$ cat src/rtl/ps2_scan_tracker.sv
// PS/2 set-2 byte stream decoder: follows E0/F0/E1 prefixes, tracks modifier
// and caps-lock state, and holds the most recently pressed non-modifier key.
module ps2_scan_tracker #(
    parameter int TIMEOUT_CYCLES = 250000
) (
    input  logic       clk,
    input  logic       reset,
    input  logic [7:0] rx_data,
    input  logic       rx_valid,
    output logic [7:0] scan_code,
    output logic       special_make,
    output logic       key_pressed,
    output logic       code_strobe,
    output logic       shift_key,
    output logic       control_key,
    output logic       alt_key,
    output logic       caps_lock
);

    // state   | meaning
    // IDLE    | waiting for a make code or a prefix
    // EXT     | E0 seen, next byte is an extended make (or F0)
    // BRK     | F0 seen, next byte is a plain break
    // EXT_BRK | E0 F0 seen, next byte is an extended break
    // PAUSE   | E1 seen, swallowing the rest of the pause sequence

    localparam int TW = $clog2(TIMEOUT_CYCLES + 1);
    localparam logic [TW-1:0] TMO_LAST = TW'(TIMEOUT_CYCLES - 1);

    typedef enum logic [2:0] {IDLE, EXT, BRK, EXT_BRK, PAUSE} state_t;

    state_t        state, state_nx;
    logic [2:0]    skip_cnt, skip_nx;
    logic [TW-1:0] tmo_cnt, tmo_nx;

    logic ev_valid, ev_brk, ev_ext, key_match;
    logic shift_l, shift_r, ctrl_l, ctrl_r, alt_l, alt_r, caps_held;
    logic shift_l_nx, shift_r_nx, ctrl_l_nx, ctrl_r_nx, alt_l_nx, alt_r_nx, caps_held_nx;
    logic caps_nx, special_nx, pressed_nx, strobe_nx;
    logic [7:0] scan_nx;

    always_ff @(posedge clk or posedge reset) begin
        if (reset) begin
            state        <= IDLE;
            skip_cnt     <= '0;
            tmo_cnt      <= '0;
            shift_l      <= 1'b0;
            shift_r      <= 1'b0;
            ctrl_l       <= 1'b0;
            ctrl_r       <= 1'b0;
            alt_l        <= 1'b0;
            alt_r        <= 1'b0;
            caps_held    <= 1'b0;
            caps_lock    <= 1'b0;
            scan_code    <= 8'h00;
            special_make <= 1'b0;
            key_pressed  <= 1'b0;
            code_strobe  <= 1'b0;
        end else begin
            state        <= state_nx;
            skip_cnt     <= skip_nx;
            tmo_cnt      <= tmo_nx;
            shift_l      <= shift_l_nx;
            shift_r      <= shift_r_nx;
            ctrl_l       <= ctrl_l_nx;
            ctrl_r       <= ctrl_r_nx;
            alt_l        <= alt_l_nx;
            alt_r        <= alt_r_nx;
            caps_held    <= caps_held_nx;
            caps_lock    <= caps_nx;
            scan_code    <= scan_nx;
            special_make <= special_nx;
            key_pressed  <= pressed_nx;
            code_strobe  <= strobe_nx;
        end
    end

    // Prefix tracking: turns raw bytes into make/break events with an ext flag.
    always_comb begin
        state_nx = state;
        skip_nx  = skip_cnt;
        ev_valid = 1'b0;
        ev_brk   = 1'b0;
        ev_ext   = 1'b0;
        if (rx_valid) begin
            case (state)
                IDLE: begin
                    case (rx_data)
                        8'hE0: state_nx = EXT;
                        8'hF0: state_nx = BRK;
                        8'hE1: begin
                            state_nx = PAUSE;
                            skip_nx  = 3'd7;
                        end
                        8'hFA, 8'hFE, 8'hAA, 8'hEE, 8'h00, 8'hFF: ;
                        default: ev_valid = 1'b1;
                    endcase
                end
                EXT: begin
                    if (rx_data == 8'hF0) begin
                        state_nx = EXT_BRK;
                    end else begin
                        state_nx = IDLE;
                        ev_valid = 1'b1;
                        ev_ext   = 1'b1;
                    end
                end
                BRK, EXT_BRK: begin
                    state_nx = IDLE;
                    if (rx_data != 8'hE0 && rx_data != 8'hF0 && rx_data != 8'hE1) begin
                        ev_valid = 1'b1;
                        ev_brk   = 1'b1;
                        ev_ext   = (state == EXT_BRK);
                    end
                end
                PAUSE: begin
                    skip_nx = skip_cnt - 3'd1;
                    if (skip_cnt <= 3'd1) begin
                        state_nx = IDLE;
                        skip_nx  = 3'd0;
                    end
                end
                default: state_nx = IDLE;
            endcase
        end else if (state != IDLE && tmo_cnt == TMO_LAST) begin
            state_nx = IDLE;
        end

        if (rx_valid || state_nx == IDLE) begin
            tmo_nx = '0;
        end else if (tmo_cnt == TMO_LAST) begin
            tmo_nx = tmo_cnt;
        end else begin
            tmo_nx = tmo_cnt + TW'(1);
        end
    end

    assign key_match = key_pressed && ({ev_ext, rx_data} == {special_make, scan_code});

    // Event application: modifiers update their own flops, everything else
    // drives the held-key register and its strobe.
    always_comb begin
        shift_l_nx   = shift_l;
        shift_r_nx   = shift_r;
        ctrl_l_nx    = ctrl_l;
        ctrl_r_nx    = ctrl_r;
        alt_l_nx     = alt_l;
        alt_r_nx     = alt_r;
        caps_held_nx = caps_held;
        caps_nx      = caps_lock;
        scan_nx      = scan_code;
        special_nx   = special_make;
        pressed_nx   = key_pressed;
        strobe_nx    = 1'b0;
        if (ev_valid) begin
            case (rx_data)
                8'h12: if (!ev_ext) shift_l_nx = !ev_brk;
                8'h59: if (!ev_ext) shift_r_nx = !ev_brk;
                8'h14: begin
                    if (ev_ext) ctrl_r_nx = !ev_brk;
                    else        ctrl_l_nx = !ev_brk;
                end
                8'h11: begin
                    if (ev_ext) alt_r_nx = !ev_brk;
                    else        alt_l_nx = !ev_brk;
                end
                8'h58: begin
                    if (ev_brk) begin
                        caps_held_nx = 1'b0;
                    end else begin
                        if (!caps_held) caps_nx = !caps_lock;
                        caps_held_nx = 1'b1;
                    end
                end
                default: begin
                    if (!ev_brk && !key_match) begin
                        scan_nx    = rx_data;
                        special_nx = ev_ext;
                        pressed_nx = 1'b1;
                        strobe_nx  = 1'b1;
                    end else if (ev_brk && key_match) begin
                        scan_nx    = 8'h00;
                        special_nx = 1'b0;
                        pressed_nx = 1'b0;
                        strobe_nx  = 1'b1;
                    end
                end
            endcase
        end
    end

    assign shift_key   = shift_l | shift_r;
    assign control_key = ctrl_l | ctrl_r;
    assign alt_key     = alt_l | alt_r;

endmodule
$ cat config.mk
export PLATFORM = sky130hd
export DESIGN_NAME = ps2_scan_tracker
export DESIGN_NICKNAME = d
export VERILOG_FILES = /design/src/rtl/ps2_scan_tracker.sv
export SDC_FILE = /design/constraint.sdc
export NUM_CORES = 1
export LEC_CHECK = 0
export CORE_UTILIZATION = 53
export CTS_BUF_LIST = sky130_fd_sc_hd__clkbuf_4
export DETAILED_ROUTE_END_ITERATION = 16
export GPL_ROUTABILITY_DRIVEN = 1
export MAX_ROUTING_LAYER = met4
export PLACE_DENSITY = 0.86
export SYNTH_ARGS = -nofsm -noshare
export SYNTH_HDL_FRONTEND = slang
export SYNTH_SLANG_ARGS = --single-unit
$ cat constraint.sdc
create_clock -name clk -period 2.7 [get_ports clk]
set_input_delay 0.54 -clock clk [delete_from_list [all_inputs] [get_ports clk]]
set_output_delay 0.54 -clock clk [all_outputs]
set_load 0.01 [all_outputs]
==> metrics.sh <==
CLK_ROOT_BUFFER_CELL='sky130_fd_sc_hd__clkbuf_4'
RRSETUPSLACK_NS=0.21
SYNTH_AREA_UM2=2480
CRIT_PATH_MAX_FANOUT=5
SYNTHDOMINANTCELLAREASHARE_PCT=43.4
ANTENNA-DIODE-COUNT=0
SLOWEST_DELAY_NS=0.41
CLOCK_SKEW_NS=0.0166
ANTENNA_FOUND_INITIAL=0
FILL_CELL_INSTANCE_COUNT_OF_THE_FINAL_LAYOUT=310
GRT_PASS1_WL_MM=9.44
HTREE_NUM_LEVELS=2
FIN_CRIT_SH_PCT=92.2
FINAL_HOLD_VIOL_COUNT=0
DIEHEIGHT_UM=70.4
FINISH.NET_COUNT=326
TOP_LEVEL_PORTS=26
SYNTH.AREA.MUX_SHARE_PCT=5.05
GRT_SETUP_UNREPAIRED='no'
CELL_REPEATED_MOST_ALONG_THE_WORST_PATH='sky130_fd_sc_hd__buf_4'
VIA_COUNT_OF_THE_FIRST_GLOBAL_ROUTING_PASS=2119
WORSTSETUPPATHTYPE='flip-flop to flip-flop'
MIN_DELAY_PATH_DEPTH=1
SYNTH_SIMPLE_GATE_AREA_SHARE_PCT=23.7
NUMBER_OF_ENABLE_TYPE_REGISTER_CELLS_IN_THE_SYNTHESIZED_NETLIST=0
TOTALWIRELENGTH_MM=5.51
FLOORPLAN.CORE_AREA_UM2=4410
INTERNAL_POWER_OF_THE_CELLS_mW=1.02
SYNTH_FA_HA_AREA_SHARE_PCT=2.02
OVERALL_DIE_AREA_UM2=4960
SYNTH.YOSYS.WARNINGS=0
PRE_CTS_SLACK_NS=-0.441
ROUTE.DETAILED.DRC=0
CLK_PIN_SLEW_WORST_PATHS_NS=0.13
POSTLAYOUTSETUPSLACKWORST_NS=0.211
CTS_MAX_PATH_BUFFERS=2
PERIOD_NEEDED_NS=2.49
HOLDPATHEND='tmo_cnt[0]$_DFFE_PP0P_'
CP.ARRIVAL_NS=2.77
MAX_SLEW_MARGIN_PCT=45.7
VIA_PER_INST=5.68
NETLIST_TOP_CELLS_COUNT='43 x sky130_fd_sc_hd__dfrtp_1, 27 x sky130_fd_sc_hd__nor2_1, 21 x sky130_fd_sc_hd__nand2_1, 19 x sky130_fd_sc_hd__xor2_1, 16 x sky130_fd_sc_hd__inv_1'
FLOORPLAN.ROWS=24
MIN-DELAY-START='tmo_cnt[0]$_DFFE_PP0P_'
FIRST_DRT_ITERATION_DRCS=113
MAXIMUM_ACHIEVABLE_FREQUENCY_MHz=402
SYNTH.MOST_COMMON_CELL='sky130_fd_sc_hd__dfrtp_1'
ANTENNA_LEFT=0
GR-TOTAL-OVERFLOW=0
SYN_AVG_CELL_AREA_UM2=9.65
GP_CONGESTION=0.896
HPWLAFTERDP_MM=4.01
SYNTH_TOP_CELL_BY_AREA='sky130_fd_sc_hd__dfrtp_1'
CRITICAL_PATH.CELL_CHAIN='buf_4 > o21bai_1 > a41oi_2 > and3_4 > xnor2_2 > nand4_1 > ha_1 > a2111oi_4 > o21ai_2 > buf_4 > mux2i_1'
FINAL_CORE_UTILIZATION_PCT=71.5
VDD.IR_DROP.WORST_V=0.000281
POST_SYNTHESIS_NET_COUNT=272
SYNTH_SEQ_CELLS=43
PART_OF_THE_TOTAL_POWER_DISSIPATED_IN_COMBINATIONAL_LOGIC_PCT=19.9
POWER.CLOCK.FRACTION_PCT=29.1
ASYNC_RESET_FF_SHARE_PCT=100
GRT_MAX_DEGREE=25
POWER_DENSITY_nW_PER_UM2=445
RUN_STATUS='finished, final reports clean'
SYNTHTOLAYOUTAREAGROWTH_PCT=27.3
POWER_FRAC_SEQ_PCT=51.1
BUFFER_PORTS.INSERTED=25
P_SW_mW=0.381
INITIAL_UTILIZATION_PCT=56.2
CRIT_PATH_TOP_DELAY_CELL='sky130_fd_sc_hd__dfrtp_1'
MAX_CAP_VIOL_COUNT=0
TIMING.RR.END='scan_code[4]$_DFFE_PP0P_'
DR_TOTAL_VIAS=2067
POWER_LEAKAGE_nW=1.51
SYNTH_XOR_AREA_SHARE_PCT=9.89
DIE_W_UM=70.4
FIN_CELLS=364
RR_STARTPOINT='state[1]$_DFF_PP0_'
WL_PER_CELL_UM=15.1
REG2REG_DEPTH=11
REPORT.FINAL.SLEW_VIOL_COUNT=0
NUMCTSBUFFERS=5
DRIVE_ABOVE_1_SHARE_PCT=22.1
WORST_SETUP_PATH_START_KIND='flip-flop'
FINAL_HOLD_SLACK_NS=0.462
WORSTHOLDPATHTYPE='flip-flop to flip-flop'
TRITONCTS='done'
SWITCHING_SHARE_PCT=27.1
SYNTHDISTINCTLIBCELLS=52
CLOCK_INSERTION_DELAY_WORST_SKEW_NS=0.36
FIRST_PASS_ITERS=4
FINALSETUPVIOLATIONS=0
POSTSYNTH.TOPFLOPCELL='sky130_fd_sc_hd__dfrtp_1'
POST_SYNTHESIS_COMPOUND_GATE_AREA_FRACTION_PCT=10.5
DOMINANT_CELLS_BY_AREA_AFTER_SYNTHESIS='sky130_fd_sc_hd__dfrtp_1 43%, sky130_fd_sc_hd__xor2_1 6.7%, sky130_fd_sc_hd__nor2_1 4.1%'
WORSTSETUPENDPOINTTYPE='flip-flop'
DOMINANT_COMBINATIONAL_CELL_FAMILY_BY_AREA_AFTER_SYNTHESIS='simple AND/OR/NAND/NOR gates'
NETLIST_INSTANCES=257
DPL.CELL_COUNT=354
REQUIRED_NS=2.98
TIGHTESTPINTRANSITION_NS=0.809
CLOCK_SINKS=43
YS_SEQ_AREA_SHARE_PCT=43.4
GLOBAL_ROUTING_USAGE_SUMMED_ACROSS_ALL_ROUTING_LAYERS_PCT=24.9
-- layer usage --
| metal | track usage [%] | vias to the layer above | share of wire, % |
|---|---|---|---|
| li1 | - | 1000 | - |
| met1 | 29.0 | 1018 | 44 |
| met2 | 42.5 | 41 | 51 |
| met3 | 4.91 | 8 | 3.3 |
| met4 | 8.67 | 0 | 1.7 |
| met5 | - | - | 0 |
-- worst max-delay path: cells and delay by family, from the launching register on --
kind	cells	cell delay (ns)
buffers and inverters	2	0.33
muxes	1	0.17
and+or+nand+nor	2	0.32
DFF	1	0.41
AOI/OAI and AO/OA	4	0.74
adders and majority gates	1	0.35
xor gates and xnor gates	1	0.11
-- state kept, by name (all words and copies together), names as in the netlist, 3 cells and up --
| name | cells |
|---|---|
| skip_cnt | 3 |
| scan_code | 8 |
| tmo_cnt | 18 |
| state | 3 |
-- what timing repair did --
action | 4_1_cts | 5_1_grt
gates resized for setup | 1 | 18
setup buffers | 0 | 2
pin swaps | 0 | 7
hold buffers | 0 | 0
setup endpoints to repair | 7 | 9
hold endpoints to repair | 0 | 0
-- layout make-up --
cell class              instances  area [um2]  share of cell area, %
inverters                      16        60.1                   1.90
clock buffers                   5        37.5                   1.19
flip-flops and latches         43        1080                   34.1
multi-input cells             185        1330                   42.2
clock inverters                 3        43.8                   1.39
well taps                      52        65.1                   2.06
repair buffers                 60         544                   17.2
-- worst max path at each step --
stage / startpoint / endpoint / slack (ns) / cells past startpoint
final: state[1]$_DFF_PP0_ / scan_code[4]$_DFFE_PP0P_ / 0.21 / 11
after global routing: state[1]$_DFF_PP0_ / scan_code[7]$_DFFE_PP0P_ / 0.12 / 11
after CTS: rx_data[7] / scan_code[7]$_DFFE_PP0P_ / 0.02 / 10
after detailed placement: rx_data[4] / scan_code[7]$_DFFE_PP0P_ / -0.44 / 11
after global placement: rx_data[7] / scan_code[2]$_DFFE_PP0P_ / -0.33 / 10
after floorplan: rx_data[4] / special_make$_DFFE_PP0P_ / 0.03 / 11
-- cell families (layout without fill, tap and decap cells) --
| logic type | after synthesis | after routing |
|---|---|---|
| fa+ha+maj | 4 | 4 |
| simple gates | 108 | 108 |
| buf+inv | 29 | 84 |
| xor+xnor | 28 | 28 |
| flops | 43 | 43 |
| compound gates | 33 | 33 |
| mux | 12 | 12 |
-- power groups by stage --
stage                     Clock (mW)  Sequential (mW)  Combinational (mW)
after global routing           0.453            0.723               0.306
after floorplan                    0            0.732               0.144
after global placement             0            0.726               0.259
after CTS                      0.426            0.717               0.273
after detailed placement           0            0.729               0.269
final                          0.408            0.717               0.279
-- placed cells by master (no fill, tap or decap), types with 3 or more instances in the layout --
| master | instances |
|---|---|
| sky130_fd_sc_hd__nor2_1 | 27 |
| sky130_fd_sc_hd__dlymetal6s2s_1 | 8 |
| sky130_fd_sc_hd__o21ai_0 | 10 |
| sky130_fd_sc_hd__inv_1 | 15 |
| sky130_fd_sc_hd__or2_2 | 4 |
| sky130_fd_sc_hd__mux2_2 | 4 |
| sky130_fd_sc_hd__clkdlybuf4s50_1 | 17 |
| sky130_fd_sc_hd__buf_6 | 3 |
| sky130_fd_sc_hd__nand2_1 | 20 |
| sky130_fd_sc_hd__nor4_1 | 3 |
| sky130_fd_sc_hd__dfrtp_1 | 43 |
| sky130_fd_sc_hd__buf_4 | 32 |
| sky130_fd_sc_hd__mux2i_1 | 8 |
| sky130_fd_sc_hd__clkbuf_4 | 5 |
| sky130_fd_sc_hd__nand2b_1 | 3 |
| sky130_fd_sc_hd__xor2_1 | 19 |
| sky130_fd_sc_hd__o22a_1 | 3 |
| sky130_fd_sc_hd__and3_1 | 6 |
| sky130_fd_sc_hd__ha_1 | 4 |
| sky130_fd_sc_hd__nand3_1 | 8 |
| sky130_fd_sc_hd__xnor2_1 | 8 |
| sky130_fd_sc_hd__nand4_1 | 8 |
| sky130_fd_sc_hd__and4_1 | 5 |
-- through the flow --
stage | area, um2 | setup TNS, ns | total power, mW
after CTS | 3080 | 0 | 1.42
after global placement | 2990 | -3.60 | 0.986
final | 3160 | 0 | 1.40
after detailed placement | 2990 | -4.75 | 0.998
after floorplan | 2500 | 0 | 0.875
after global routing | 3160 | 0 | 1.48
No activity file was read; power rests on OpenSTA's default activity.
